==> src/rtl/matrix_stream_packer.sv <==
// matrix_stream_packer: buffers matrix strobe events in a FIFO and serialises
// them into a tagged byte stream on a valid/ready byte port.
module matrix_stream_packer #(
    parameter int unsigned FIFO_DEPTH = 16,
    parameter logic [7:0]  TAG_ELEM   = 8'h01,
    parameter logic [7:0]  TAG_ROW    = 8'h02,
    parameter logic [7:0]  TAG_END    = 8'h03
) (
    input  logic                         clk,
    input  logic                         reset,
    input  logic                         in_matrix_en,
    input  logic [15:0]                  in_matrix,
    input  logic                         in_matrix_end_row,
    input  logic                         in_matrix_end,
    output logic [7:0]                   out_byte,
    output logic                         out_byte_valid,
    input  logic                         out_byte_ready,
    output logic [$clog2(FIFO_DEPTH):0]  fifo_level,
    output logic                         overflow,
    output logic                         busy
);

    localparam int unsigned PTR_W   = $clog2(FIFO_DEPTH);
    localparam int unsigned LVL_W   = PTR_W + 1;
    localparam int unsigned ENTRY_W = 19;

    localparam logic [2:0] IDLE  = 3'd0;
    localparam logic [2:0] E_TAG = 3'd1;
    localparam logic [2:0] E_HI  = 3'd2;
    localparam logic [2:0] E_LO  = 3'd3;
    localparam logic [2:0] R_TAG = 3'd4;
    localparam logic [2:0] M_TAG = 3'd5;

    // Entry layout: [18]=element, [17]=end_row, [16]=end, [15:0]=data
    logic [ENTRY_W-1:0] mem [FIFO_DEPTH];
    logic [PTR_W-1:0]   wr_ptr;
    logic [PTR_W-1:0]   rd_ptr;
    logic [ENTRY_W-1:0] head;
    logic [ENTRY_W-1:0] wr_entry;
    logic               empty;
    logic               full;
    logic               push_req;
    logic               push_ok;
    logic               pop;
    logic [LVL_W-1:0]   level_next;

    logic [2:0]         state;
    logic [2:0]         state_next;
    logic [7:0]         byte_next;
    logic               valid_next;
    logic               accept;
    logic [2:0]         hold_flags;
    logic [15:0]        hold_data;
    logic [15:0]        src_data;

    assign head     = mem[rd_ptr];
    assign empty    = (fifo_level == '0);
    assign full     = (fifo_level == LVL_W'(FIFO_DEPTH));
    assign push_req = in_matrix_en | in_matrix_end_row | in_matrix_end;
    assign push_ok  = push_req & (~full | pop);
    assign wr_entry = {in_matrix_en, in_matrix_end_row, in_matrix_end,
                       in_matrix_en ? in_matrix : 16'h0000};
    assign accept   = out_byte_valid & out_byte_ready;

    // Occupancy after this cycle's push/pop
    always_comb begin
        level_next = fifo_level;
        case ({push_ok, pop})
            2'b10:   level_next = fifo_level + LVL_W'(1);
            2'b01:   level_next = fifo_level - LVL_W'(1);
            default: level_next = fifo_level;
        endcase
    end

    // FIFO storage; contents are don't-care until written
    always_ff @(posedge clk) begin
        if (push_ok) begin
            mem[wr_ptr] <= wr_entry;
        end
    end

    // FIFO pointers, level and sticky overflow
    always_ff @(posedge clk or posedge reset) begin
        if (reset) begin
            wr_ptr     <= '0;
            rd_ptr     <= '0;
            fifo_level <= '0;
            overflow   <= 1'b0;
        end else begin
            if (push_ok) wr_ptr <= wr_ptr + PTR_W'(1);
            if (pop)     rd_ptr <= rd_ptr + PTR_W'(1);
            fifo_level <= level_next;
            if (push_req && full && !pop) overflow <= 1'b1;
        end
    end

    // Next state and next registered byte; an entry's flags are walked in order
    always_comb begin
        state_next = state;
        byte_next  = out_byte;
        valid_next = out_byte_valid;
        pop        = 1'b0;
        src_data   = hold_data;
        case (state)
            IDLE: begin
                if (!empty) begin
                    pop      = 1'b1;
                    src_data = head[15:0];
                    if (head[18])      state_next = E_TAG;
                    else if (head[17]) state_next = R_TAG;
                    else               state_next = M_TAG;
                end
            end
            E_TAG: if (accept) state_next = E_HI;
            E_HI:  if (accept) state_next = E_LO;
            E_LO: begin
                if (accept) begin
                    if (hold_flags[1])      state_next = R_TAG;
                    else if (hold_flags[0]) state_next = M_TAG;
                    else                    state_next = IDLE;
                end
            end
            R_TAG: begin
                if (accept) state_next = hold_flags[0] ? M_TAG : IDLE;
            end
            M_TAG: if (accept) state_next = IDLE;
            default: state_next = IDLE;
        endcase
        if (state_next != state) begin
            valid_next = (state_next != IDLE);
            case (state_next)
                E_TAG:   byte_next = TAG_ELEM;
                E_HI:    byte_next = src_data[15:8];
                E_LO:    byte_next = src_data[7:0];
                R_TAG:   byte_next = TAG_ROW;
                M_TAG:   byte_next = TAG_END;
                default: byte_next = out_byte;
            endcase
        end
    end

    // FSM state, holding register and registered byte port
    always_ff @(posedge clk or posedge reset) begin
        if (reset) begin
            state          <= IDLE;
            out_byte       <= 8'h00;
            out_byte_valid <= 1'b0;
            hold_flags     <= 3'b000;
            hold_data      <= 16'h0000;
            busy           <= 1'b0;
        end else begin
            state          <= state_next;
            out_byte       <= byte_next;
            out_byte_valid <= valid_next;
            busy           <= (level_next != '0) | (state_next != IDLE);
            if (pop) begin
                hold_flags <= head[18:16];
                hold_data  <= head[15:0];
            end
        end
    end

endmodule

==> config.mk <==
export PLATFORM = sky130hd
export DESIGN_NAME = matrix_stream_packer
export DESIGN_NICKNAME = d
export VERILOG_FILES = /design/src/rtl/matrix_stream_packer.sv
export SDC_FILE = /design/constraint.sdc
export NUM_CORES = 1
export LEC_CHECK = 0
export CAP_MARGIN = 20
export CORE_ASPECT_RATIO = 2
export CORE_MARGIN = 2
export CORE_UTILIZATION = 55
export DETAILED_ROUTE_END_ITERATION = 6
export DONT_BUFFER_PORTS = 1
export PLACE_DENSITY = 0.69
export SLEW_MARGIN = 20
export SYNTH_ARGS = -nofsm -noshare
export SYNTH_HDL_FRONTEND = slang
export SYNTH_SLANG_ARGS = --single-unit
==> constraint.sdc <==
create_clock -name clk -period 4.2 [get_ports clk]
set_input_delay 0.21 -clock clk [delete_from_list [all_inputs] [get_ports clk]]
set_output_delay 0.21 -clock clk [all_outputs]
set_load 0.05 [all_outputs]
==> qor.yml, run 1 <==
worst_setup_path:
  crit_slowest_cell: "or3_1"
  cp_cell_sequence: "or3_1 > a21oi_4 > nand2_1 > xnor2_1 > ha_1 > or2_1 > a2111oi_2 > o2bb2a_1 > xnor2_1 > nand4bb_1"
  worst_setup_path_start_kind: "flop"
  worstPathRequired_ns: 4.62
  cp_common_cell: "xnor2_1"
  crit_buf_inv: 0
  slowest_delay_ns: 0.60
  arrival_ns: 3.74
  timing.rr.end: "busy"
  crit_path_end: "busy"
  critPathTopFamily: "simple AND/OR/NAND/NOR gates"
  reg2reg_depth: 10
  end_kind: "flop"
  r2r_setup_slack_ns: 0.88
  r2r_start: "state[2]"
  path_depth: 10
  worstSetupPathType: "reg2reg"
  cp_max_fo: 11
  setup.worst_path.start: "state[2]"
route:
  routed-wl-met2_um: 16200
  drt_iter0_drc: 620
  wirelength_um: 29990
  drtAntennaViolNets: 0
  vias: 6881
  wl_met1_um: 11590
  first_pass_iters: 5
  drc: 0
  top_layer: "met4"
  wire_per_inst_um: 26.94
  routed-wl-met3_um: 1626
  vias_per_cell: 6.182
floorplan:
  fp.dieArea_um2: 27080
  die_x_um: 117.4
  initial_core_util_pct: 55.56
  core_area_um2: 25440
  die_h_um: 230.7
  pin_count: 38
  fp-row-count: 83
yosys:
  synthesis.area_um2: 14140
  ys.flop_type: "edfxtp_1"
  synth_nets: 743
  syn_inst: 715
  async_reset_ff_share_pct: 12.89
  seq_area_frac_synth_pct: 72.54
  ys_ff_latch: 349
  synth_enable_flop_cells: 304
  yosys_warnings: 0
  syn_area_per_cell_um2: 19.77
  synth_cell_types: 68
timing:
  post-route-period-util_pct: 79.12
  fin_crit_ns: 3.323
  setup_viol: 0
  setup_tns_ns: 0
  tightest_slew_ns: 0.9522
  rsz0062_at_grt: "no"
  finalMaxSlewViolations: 0
  max_freq_ghz: 0.3009
  hold_viol: 0
  finClkSkew_ns: 0.008546
  slew_headroom_pct: 36.52
pwr:
  ir_worst_vdd_mv: 0.5641
  p_total_w: 0.01183
  p_leak_nw: 5.267
  power_density_nw_per_um2: 751.5
cts:
  clockRootBuffer: "clkbuf_16"
  clkSlewWorstSetupHoldPaths_ns: 0.07
  max-clock-path-buffers: 3
  cts_tree: "built"
  insertion_delay_ns: 0.56
  cts_sinks: 349
  cts_resized: 0
  cts_buffers: 29
  htreeDepth: 1
final_layout:
  final_common_cell: "edfxtp_1"
  post_layout_nonfiller_instances: 1113
  multi_input_area_um2: 3625
  seq_area_um2: 10260
  final_cell_mix: "edfxtp_1 (304), mux4_2 (78), dfrtp_1 (42), nand2_1 (39), mux2i_1 (36)"
  drive_gt1_share_pct: 25.91
  areaGrowthSynthToFinish_pct: 11.38
  fin_nets: 778
  n_fill_cell: 1772
grt:
  grt_pass1_vias: 7157
  grt_overflow_total: 0
  grt_max_degree: 46
  grt_pass1_wl_um: 45410
  antenna_found_initial: 1
  grtUsageTotal_pct: 22.87
job:
  max_cap_violations: 0
placed_design:
  numPlacedInstances: 1055
  io_buffers: 0
  place_hpwl_um: 18080
  gp_congestion: 0.8143
worst_hold_path:
  min_path_type: "in2reg"
outcome:
  outcome: "complete, no violations"
==> tightest hold or removal path, delay by kind of cell <==
family | cells | cell delay, ns
AO/OA/AOI/OAI | 1 | 0.14
AND/OR/NAND/NOR | 2 | 0.15
==> worst min-delay path by stage <==
stage	from	end	slack (ns)	cells past startpoint
floorplan	in_matrix_end	mem[0][16]	0.31	0
global placement	reset	fifo_level[0]	0.29	2
detailed placement	reset	fifo_level[0]	0.30	2
CTS	out_byte_ready	state[2]	0.01	3
global route	out_byte_ready	state[2]	0.03	3
finish	out_byte_ready	state[2]	0.03	3
==> state kept, by name, indices dropped and copies added (netlist names) <==
register and cells:
mem 304, busy 1, rd_ptr 4, state 3, overflow 1, fifo_level 5
out_byte_valid 1, hold_flags 2, out_byte 8, hold_data 16, wr_ptr 4
==> cells by family (layout without fill, tap and decap cells) <==
group / count (synthesis) / after routing / share of synthesized area, %
flops: 349 / 349 / 72.54
mux: 118 / 118 / 15.32
simple gates: 109 / 109 / 4.142
compound gates: 73 / 73 / 4.691
buf+inv: 48 / 105 / 2.036
xor+xnor: 12 / 12 / 0.7434
fa+ha+maj: 6 / 6 / 0.5310
other cells: 0 / 1 / 0
==> synth_stat cells, types with 2 or more instances <==
library cell | instances | area, µm²
edfxtp_1 | 304 | 9129
mux4_2 | 78 | 1757
dfrtp_1 | 45 | 1126
nand2_1 | 39 | 146.4
mux2i_1 | 36 | 360.4
and2_1 | 25 | 156.4
buf_2 | 13 | 65.06
inv_1 | 13 | 48.80
nor3_1 | 12 | 60.06
xnor2_1 | 11 | 96.34
o221ai_2 | 10 | 150.1
a21oi_1 | 9 | 45.04
buf_4 | 8 | 60.06
nor2_1 | 8 | 30.03
buf_6 | 6 | 67.56
ha_1 | 6 | 75.07
o21ai_0 | 6 | 30.03
o221ai_1 | 6 | 52.55
clkbuf_1 | 5 | 18.77
o31ai_1 | 5 | 37.54
nand3_1 | 4 | 20.02
o211ai_1 | 4 | 30.03
o21ai_1 | 3 | 15.01
or3_1 | 3 | 18.77
a21boi_0 | 2 | 15.01
a21oi_2 | 2 | 17.52
a22oi_1 | 2 | 15.01
a31oi_4 | 2 | 42.54
a41oi_1 | 2 | 17.52
mux2_2 | 2 | 22.52
nand2_2 | 2 | 12.51
nand4_1 | 2 | 12.51
o22ai_1 | 2 | 12.51
o31ai_2 | 2 | 25.02
o32ai_1 | 2 | 17.52
or2_2 | 2 | 12.51
==> area by class of cell <==
cell class | instances | share of cell area, %
Antenna cell | 1 | 0.01589
Clock buffer | 37 | 5.189
Clock inverter | 16 | 1.462
Inverter | 14 | 0.3337
Multi-Input combinational cell | 318 | 23.02
Sequential cell | 349 | 65.16
Tap cell | 340 | 2.702
Timing Repair Buffer | 38 | 2.114
==> through the flow <==
step	util (%)	setup WS (ns)	area, µm²	hold slack [ns]
after floorplan	-	0.9670	14140	0.3089
after global placement	57.61	1.011	14660	0.2941
after CTS	61.88	0.8895	15740	0.009530
final	61.89	0.8770	15750	0.02655
after detailed placement	57.61	0.9103	14660	0.2999
after global routing	61.89	0.7045	15750	0.02739
==> per-layer routing <==
metal / GRT usage [%] / vias up
met3: 2.841 / 41
met5: 0 / -
met4: 5.610 / 0
met2: 41.21 / 227
met1: 29.78 / 3644
li1: - / 2969
==> power by group <==
part	total, W	internal (W)	switching, W
sequential	0.00512	0.00450	0.000622
combinational	0.00377	0.00165	0.00212
clock	0.00294	0.00174	0.00120
==> repair_timing <==
action | in CTS | in global routing
endpoints found under the setup margin | 0 | 0
buffers inserted | 0 | 0
hold endpoints to repair | 93 | 0
hold buffers | 4 | 0
No activity file was read; power rests on OpenSTA's default activity.
==> run 2, diff against run 1 <==
==> constraint.sdc (replaced) <==
create_clock -name clk -period 3.1 [get_ports clk]
set_input_delay 0.155 -clock clk [delete_from_list [all_inputs] [get_ports clk]]
set_output_delay 0.155 -clock clk [all_outputs]
set_load 0.05 [all_outputs]
==> qor.yml, run 2 (synthesized netlist as in run 1, its figures left out) <==
floorplan:
  initial_core_util_pct: 55.56  # unchanged
  pin_count: 38  # unchanged
  die_h_um: 230.7  # unchanged
  die_x_um: 117.4  # unchanged
  fp.dieArea_um2: 27080  # unchanged
  core_area_um2: 25440  # unchanged
  fp-row-count: 83  # unchanged
grt:
  grt_pass1_vias: 7351  # was 7157
  grt_max_degree: 28  # was 46
  grtUsageTotal_pct: 22.93  # was 22.87%
  antenna_found_initial: 1  # unchanged
  grt_overflow_total: 0  # unchanged
  grt_pass1_wl_um: 45640  # was 45410 µm
timing:
  post-route-period-util_pct: 93.99  # was 79.12%
  tightest_slew_ns: 0.6921  # was 0.9522 ns
  max_freq_ghz: 0.3432  # was 0.3009 GHz
  finClkSkew_ns: 0.01171  # was 0.008546 ns
  rsz0062_at_grt: "no"  # unchanged
  hold_viol: 0  # unchanged
  fin_crit_ns: 2.914  # was 3.323 ns
  finalMaxSlewViolations: 0  # unchanged
  setup_viol: 0  # unchanged
  slew_headroom_pct: 53.75  # was 36.52%
  setup_tns_ns: 0  # unchanged
pwr:
  power_density_nw_per_um2: 1000  # was 751.5 nW/µm²
  p_leak_nw: 5.296  # was 5.267 nW
  ir_worst_vdd_mv: 0.6173  # was 0.5641 mV
worst_setup_path:
  slowest_delay_ns: 0.44  # was 0.60 ns
  crit_buf_inv: 0  # unchanged
  crit_slowest_cell: "or3_1"  # unchanged
  critPathTopFamily: "simple AND/OR/NAND/NOR gates"  # unchanged
  cp_max_fo: 3  # was 11
  reg2reg_depth: 10  # unchanged
  path_depth: 10  # unchanged
  arrival_ns: 3.34  # was 3.74 ns
  worstSetupPathType: "reg2reg"  # unchanged
  cp_common_cell: "xnor2_1"  # unchanged
  worst_setup_path_start_kind: "flop"  # unchanged
  cp_cell_sequence: "or3_1 > a21oi_4 > nand2_1 > xnor2_1 > ha_1 > or2_1 > a2111oi_4 > o2bb2a_1 > xnor2_1 > nand4bb_1"  # was or3_1 > a21oi_4 > nand2_1 > xnor2_1 > ha_1 > or2_1 > a2111oi_2 > o2bb2a_1 > xnor2_1 > nand4bb_1
  worstPathRequired_ns: 3.53  # was 4.62 ns
  end_kind: "flop"  # unchanged
cts:
  cts_tree: "built"  # unchanged
  max-clock-path-buffers: 3  # unchanged
  htreeDepth: 1  # unchanged
  insertion_delay_ns: 0.57  # was 0.56 ns
  clockRootBuffer: "clkbuf_16"  # unchanged
  cts_buffers: 29  # unchanged
  cts_sinks: 349  # unchanged
  clkSlewWorstSetupHoldPaths_ns: 0.06  # was 0.07 ns
final_layout:
  areaGrowthSynthToFinish_pct: 11.66  # was 11.38%
  largest_reg_flops: 304  # unchanged
  largest_register: "mem"  # unchanged
  final_common_cell: "edfxtp_1"  # unchanged
  fin_nets: 798  # was 778
  drive_gt1_share_pct: 27.36  # was 25.91%
  reg_top3: "mem (304), hold_data (16), out_byte (8)"  # unchanged
  final_cell_mix: "edfxtp_1 (304), mux4_2 (78), buf_4 (50), dfrtp_1 (42), nand2_1 (39)"  # was edfxtp_1 (304), mux4_2 (78), dfrtp_1 (42), nand2_1 (39), mux2i_1 (36)
  post_layout_nonfiller_instances: 1134  # was 1113
  design_area_um2: 15790  # was 15750 µm²
route:
  vias: 6927  # was 6881
  drc: 0  # unchanged
  wirelength_um: 30010  # was 29990 µm
  wire_per_inst_um: 26.46  # was 26.94 µm
  first_pass_iters: 5  # unchanged
  drtAntennaViolNets: 0  # unchanged
  vias_per_cell: 6.108  # was 6.182
  drt_iter0_drc: 624  # was 620
placed_design:
  gp_congestion: 0.7677  # was 0.8143
  place_hpwl_um: 18520  # was 18080 µm
  io_buffers: 0  # unchanged
  place_area_um2: 14800  # was 14660 µm²
  numPlacedInstances: 1074  # was 1055
worst_hold_path:
  holdPathStages: 4  # was 3
  min_path_type: "in2reg"  # unchanged
job:
  max_cap_violations: 0  # unchanged
outcome:
  outcome: "complete, no violations"  # unchanged
-- run 2: through the flow --
| stage | utilization, % | setup slack, ns | power [W] | hold WS [ns] |
|---|---|---|---|---|
| after floorplan | - | -0.1124 | 0.01071 | 0.2539 |
| after global placement | 58.17 | 0.2501 | 0.01224 | 0.1406 |
| after detailed placement | 58.17 | 0.1584 | 0.01238 | 0.1384 |
| after CTS | 61.99 | 0.1225 | 0.01592 | 0.04562 |
| after global routing | 62.04 | 0.06052 | 0.01652 | 0.1075 |
| final | 62.05 | 0.1863 | 0.01579 | 0.07549 |
-- run 2: timing repair --
action                                  in CTS  in global routing
endpoints found under the setup margin       0                  1
endpoints found under the hold margin       76                  0
hold buffers                                 5                  0
gates resized for setup                      0                  1
buffers inserted                             0                  0
-- run 2: worst min-delay path, stage by stage --
cell and delay, ns:
nor3_1 0.06, nand2_1 0.11, o22ai_1 0.11, xor2_1 0.16
-- run 2: routing by layer --
layer / vias to the layer above / part of all wire (%) / track usage [%] / wire length, µm
met2: 169 / 54 / 41.10 / 16270
li1: 3012 / - / - / -
met4: 0 / 1.9 / 6.627 / 584
met1: 3711 / 40 / 29.60 / 11870
met3: 35 / 4.3 / 2.816 / 1286
met5: - / 0 / 0 / 0
-- run 2: layout make-up --
class / count / area (µm²)
antenna: 1 / 2.502
fill: 1785 / 9657
tap: 340 / 425.4
sequential: 349 / 10260
clock buffer: 43 / 828.3
timing repair buffer: 58 / 485.5
clock inverter: 11 / 93.84
multi-input combinational: 318 / 3637
inverter: 14 / 52.55
-- run 2: final timing paths --
kind / from / endpoint / slack (ns)
setup reg to reg: state[2] / busy / 0.19
hold reg to reg: hold_data[15] / hold_data[15] / 0.48
hold / removal: in_matrix_end / fifo_level[3] / 0.08
setup / recovery: state[2] / busy / 0.19
max in group asynchronous: reset / out_byte[4] / 2.27
min in group asynchronous: reset / hold_data[1] / 0.12
-- run 2: power breakdown --
part	switching (W)	internal [W]	leakage, nW	total (W)
clock network	0.00161	0.00194	0.446	0.00355
registers	0.000620	0.00610	3.34	0.00672
logic	0.00316	0.00236	1.51	0.00552
total	0.00539	0.0104	5.30	0.0158
==> run 3, diff against run 2 <==
--- a/config.mk
+++ b/config.mk
@@ -8,10 +8,10 @@
 export CAP_MARGIN = 20
 export CORE_ASPECT_RATIO = 2
 export CORE_MARGIN = 2
-export CORE_UTILIZATION = 55
+export CORE_UTILIZATION = 63
 export DETAILED_ROUTE_END_ITERATION = 6
 export DONT_BUFFER_PORTS = 1
-export PLACE_DENSITY = 0.69
+export PLACE_DENSITY = 0.78
 export SLEW_MARGIN = 20
 export SYNTH_ARGS = -nofsm -noshare
 export SYNTH_HDL_FRONTEND = slang
==> qor.yml, run 3 (synthesized netlist as in run 1, its figures left out) <==
grt:
  antenna_found_initial: 1  # unchanged
  grt_overflow_total: 0  # unchanged
  grtUsageTotal_pct: 27.34  # was 22.93%
  grt_pass1_vias: 7547  # was 7351
  grt_max_degree: 46  # was 28
  grt_pass1_wl_um: 45810  # was 45640 µm
pwr:
  power_density_nw_per_um2: 1014  # was 1000 nW/µm²
  p_leak_nw: 5.340  # was 5.296 nW
  p_total_w: 0.01602  # was 0.01579 W
  ir_worst_vdd_mv: 0.6123  # was 0.6173 mV
floorplan:
  die_x_um: 109.9  # was 117.4 µm
  initial_core_util_pct: 64.08  # was 55.56%
  die_h_um: 215.9  # was 230.7 µm
  fp.dieArea_um2: 23730  # was 27080 µm²
  core_area_um2: 22060  # was 25440 µm²
  pin_count: 38  # unchanged
  fp-row-count: 77  # was 83
worst_hold_path:
  whs_endpoint: "overflow"  # was fifo_level[3]
  min_from: "in_matrix_end"  # unchanged
  holdPathStages: 2  # was 4
  min_path_type: "in2reg"  # unchanged
cts:
  clkSlewWorstSetupHoldPaths_ns: 0.06  # about the same
  cts_tree: "built"  # unchanged
  htreeDepth: 1  # unchanged
  insertion_delay_ns: 0.55  # was 0.57 ns
  clockRootBuffer: "clkbuf_16"  # unchanged
  cts_setup_buffers: 0  # unchanged
  max-clock-path-buffers: 3  # unchanged
  cts_buffers: 29  # unchanged
  cts_sinks: 349  # unchanged
worst_setup_path:
  end_kind: "flop"  # unchanged
  worst_setup_path_start_kind: "flop"  # unchanged
  cp_max_fo: 3  # unchanged
  reg2reg_depth: 11  # was 10
  worstSetupPathType: "reg2reg"  # unchanged
  arrival_ns: 3.43  # was 3.34 ns
  worstPathRequired_ns: 3.50  # was 3.53 ns
  setup.worst_path.start: "state[2]"  # unchanged
  r2r_setup_slack_ns: 0.07  # was 0.19 ns
  timing.rr.end: "busy"  # unchanged
  r2r_start: "state[2]"  # unchanged
final_layout:
  drive_gt1_share_pct: 27.20  # was 27.36%
  reg_top3: "mem (304), hold_data (16), out_byte (8)"  # unchanged
  largest_reg_flops: 304  # unchanged
  final_common_cell: "edfxtp_1"  # unchanged
  areaGrowthSynthToFinish_pct: 11.74  # was 11.66%
  final_cell_mix: "edfxtp_1 (304), mux4_2 (78), buf_4 (47), dfrtp_1 (42), nand2_1 (39)"  # was edfxtp_1 (304), mux4_2 (78), buf_4 (50), dfrtp_1 (42), nand2_1 (39)
  largest_register: "mem"  # unchanged
  fin_nets: 800  # was 798
route:
  drtAntennaViolNets: 0  # unchanged
  drt_iter0_drc: 746  # was 624
  first_pass_iters: 5  # unchanged
  drc: 0  # unchanged
  wire_per_inst_um: 29.10  # was 26.46 µm
  vias: 7169  # was 6927
  wirelength_um: 31160  # was 30010 µm
  vias_per_cell: 6.694  # was 6.108
job:
  max_cap_violations: 0  # unchanged
timing:
  post-route-period-util_pct: 97.85  # was 93.99%
  setup_viol: 0  # unchanged
  max_freq_ghz: 0.3297  # was 0.3432 GHz
  fin_crit_ns: 3.033  # was 2.914 ns
  finClkSkew_ns: 0.008068  # was 0.01171 ns
  tightest_slew_ns: 0.8180  # was 0.6921 ns
  rsz0062_at_grt: "no"  # unchanged
  finalMaxSlewViolations: 0  # unchanged
  timing.final.ws_setup_ns: 0.06666  # was 0.1863 ns
  slew_headroom_pct: 45.47  # was 53.75%
  hold_viol: 0  # unchanged
placed_design:
  place_hpwl_um: 19860  # was 18520 µm
  gp_congestion: 0.8357  # was 0.7677
  place_ws_ns: 0.1019  # was 0.1584 ns
  io_buffers: 0  # unchanged
outcome:
  outcome: "complete, no violations"  # unchanged
## run 3: changes by cell type in the layout (fill, tap and decap cells not counted), sizes merged
cell      change
buf           +2
clkbuf        -3
clkinv        +5
clkinvlp      -1
inv           -2
## run 3: critical path: stages (launching register included)
cell and delay, ns:
dfrtp_1 0.38, or3_1 0.43, a21oi_4 0.14, nand2_1 0.10
xnor2_1 0.17, ha_1 0.24, or2_1 0.26, a2111oi_4 0.40
a31oi_4 0.06, xnor2_1 0.20, nor4b_2 0.31, nand4bb_1 0.18
## run 3: through the flow
stage                     instance area, µm²  hold WS, ns  util [%]  instances  TNS, ns
final                                  15800      0.06336     71.60       1071        0
after global routing                   15800      0.04762     71.60       1071        0
after CTS                              15780      0.01294     71.53       1070        0
after detailed placement               14800       0.2548     67.07       1012        0
after global placement                 14800       0.2554     67.07       1012        0
after floorplan                        14140       0.2539         -        715   -8.621
## run 3: power by group
group          internal, W  total, W  switching (W)
registers          0.00611   0.00676       0.000654
logic              0.00243   0.00571        0.00329
clock network      0.00199   0.00354        0.00156
## run 3: per-layer routing
layer  vias up  GRT usage [%]  part of all wire, %
met5         -              0                    0
met4         0          13.54                  4.9
met3        89          4.621                  7.1
met2       346          47.18                   54
met1      3708          32.54                   34
li1       3026              -                    -
## run 3: repair_timing
item                       in CTS  in global routing
gates resized for setup         0                  1
hold endpoints to repair       94                  0
hold buffers                    5                  0
setup endpoints to repair       0                  1
## run 3: cell type report
cell class / count / area [µm²]
Sequential cell: 349 / 10260
Fill cell: 1268 / 6266
Multi-Input combinational cell: 318 / 3637
Clock buffer: 40 / 848.3
Timing Repair Buffer: 60 / 563.0
Tap cell: 276 / 345.3
Clock inverter: 13 / 85.08
Inverter: 14 / 53.80
Antenna cell: 1 / 2.502
## run 3: worst max-delay path by stage
stage	endpoint	slack [ns]	cells past startpoint
CTS	busy	0.09	11
global route	busy	0.03	11
floorplan	mem[7][0]	-0.11	5
detailed placement	busy	0.10	11
finish	busy	0.07	11
global placement	busy	0.27	10
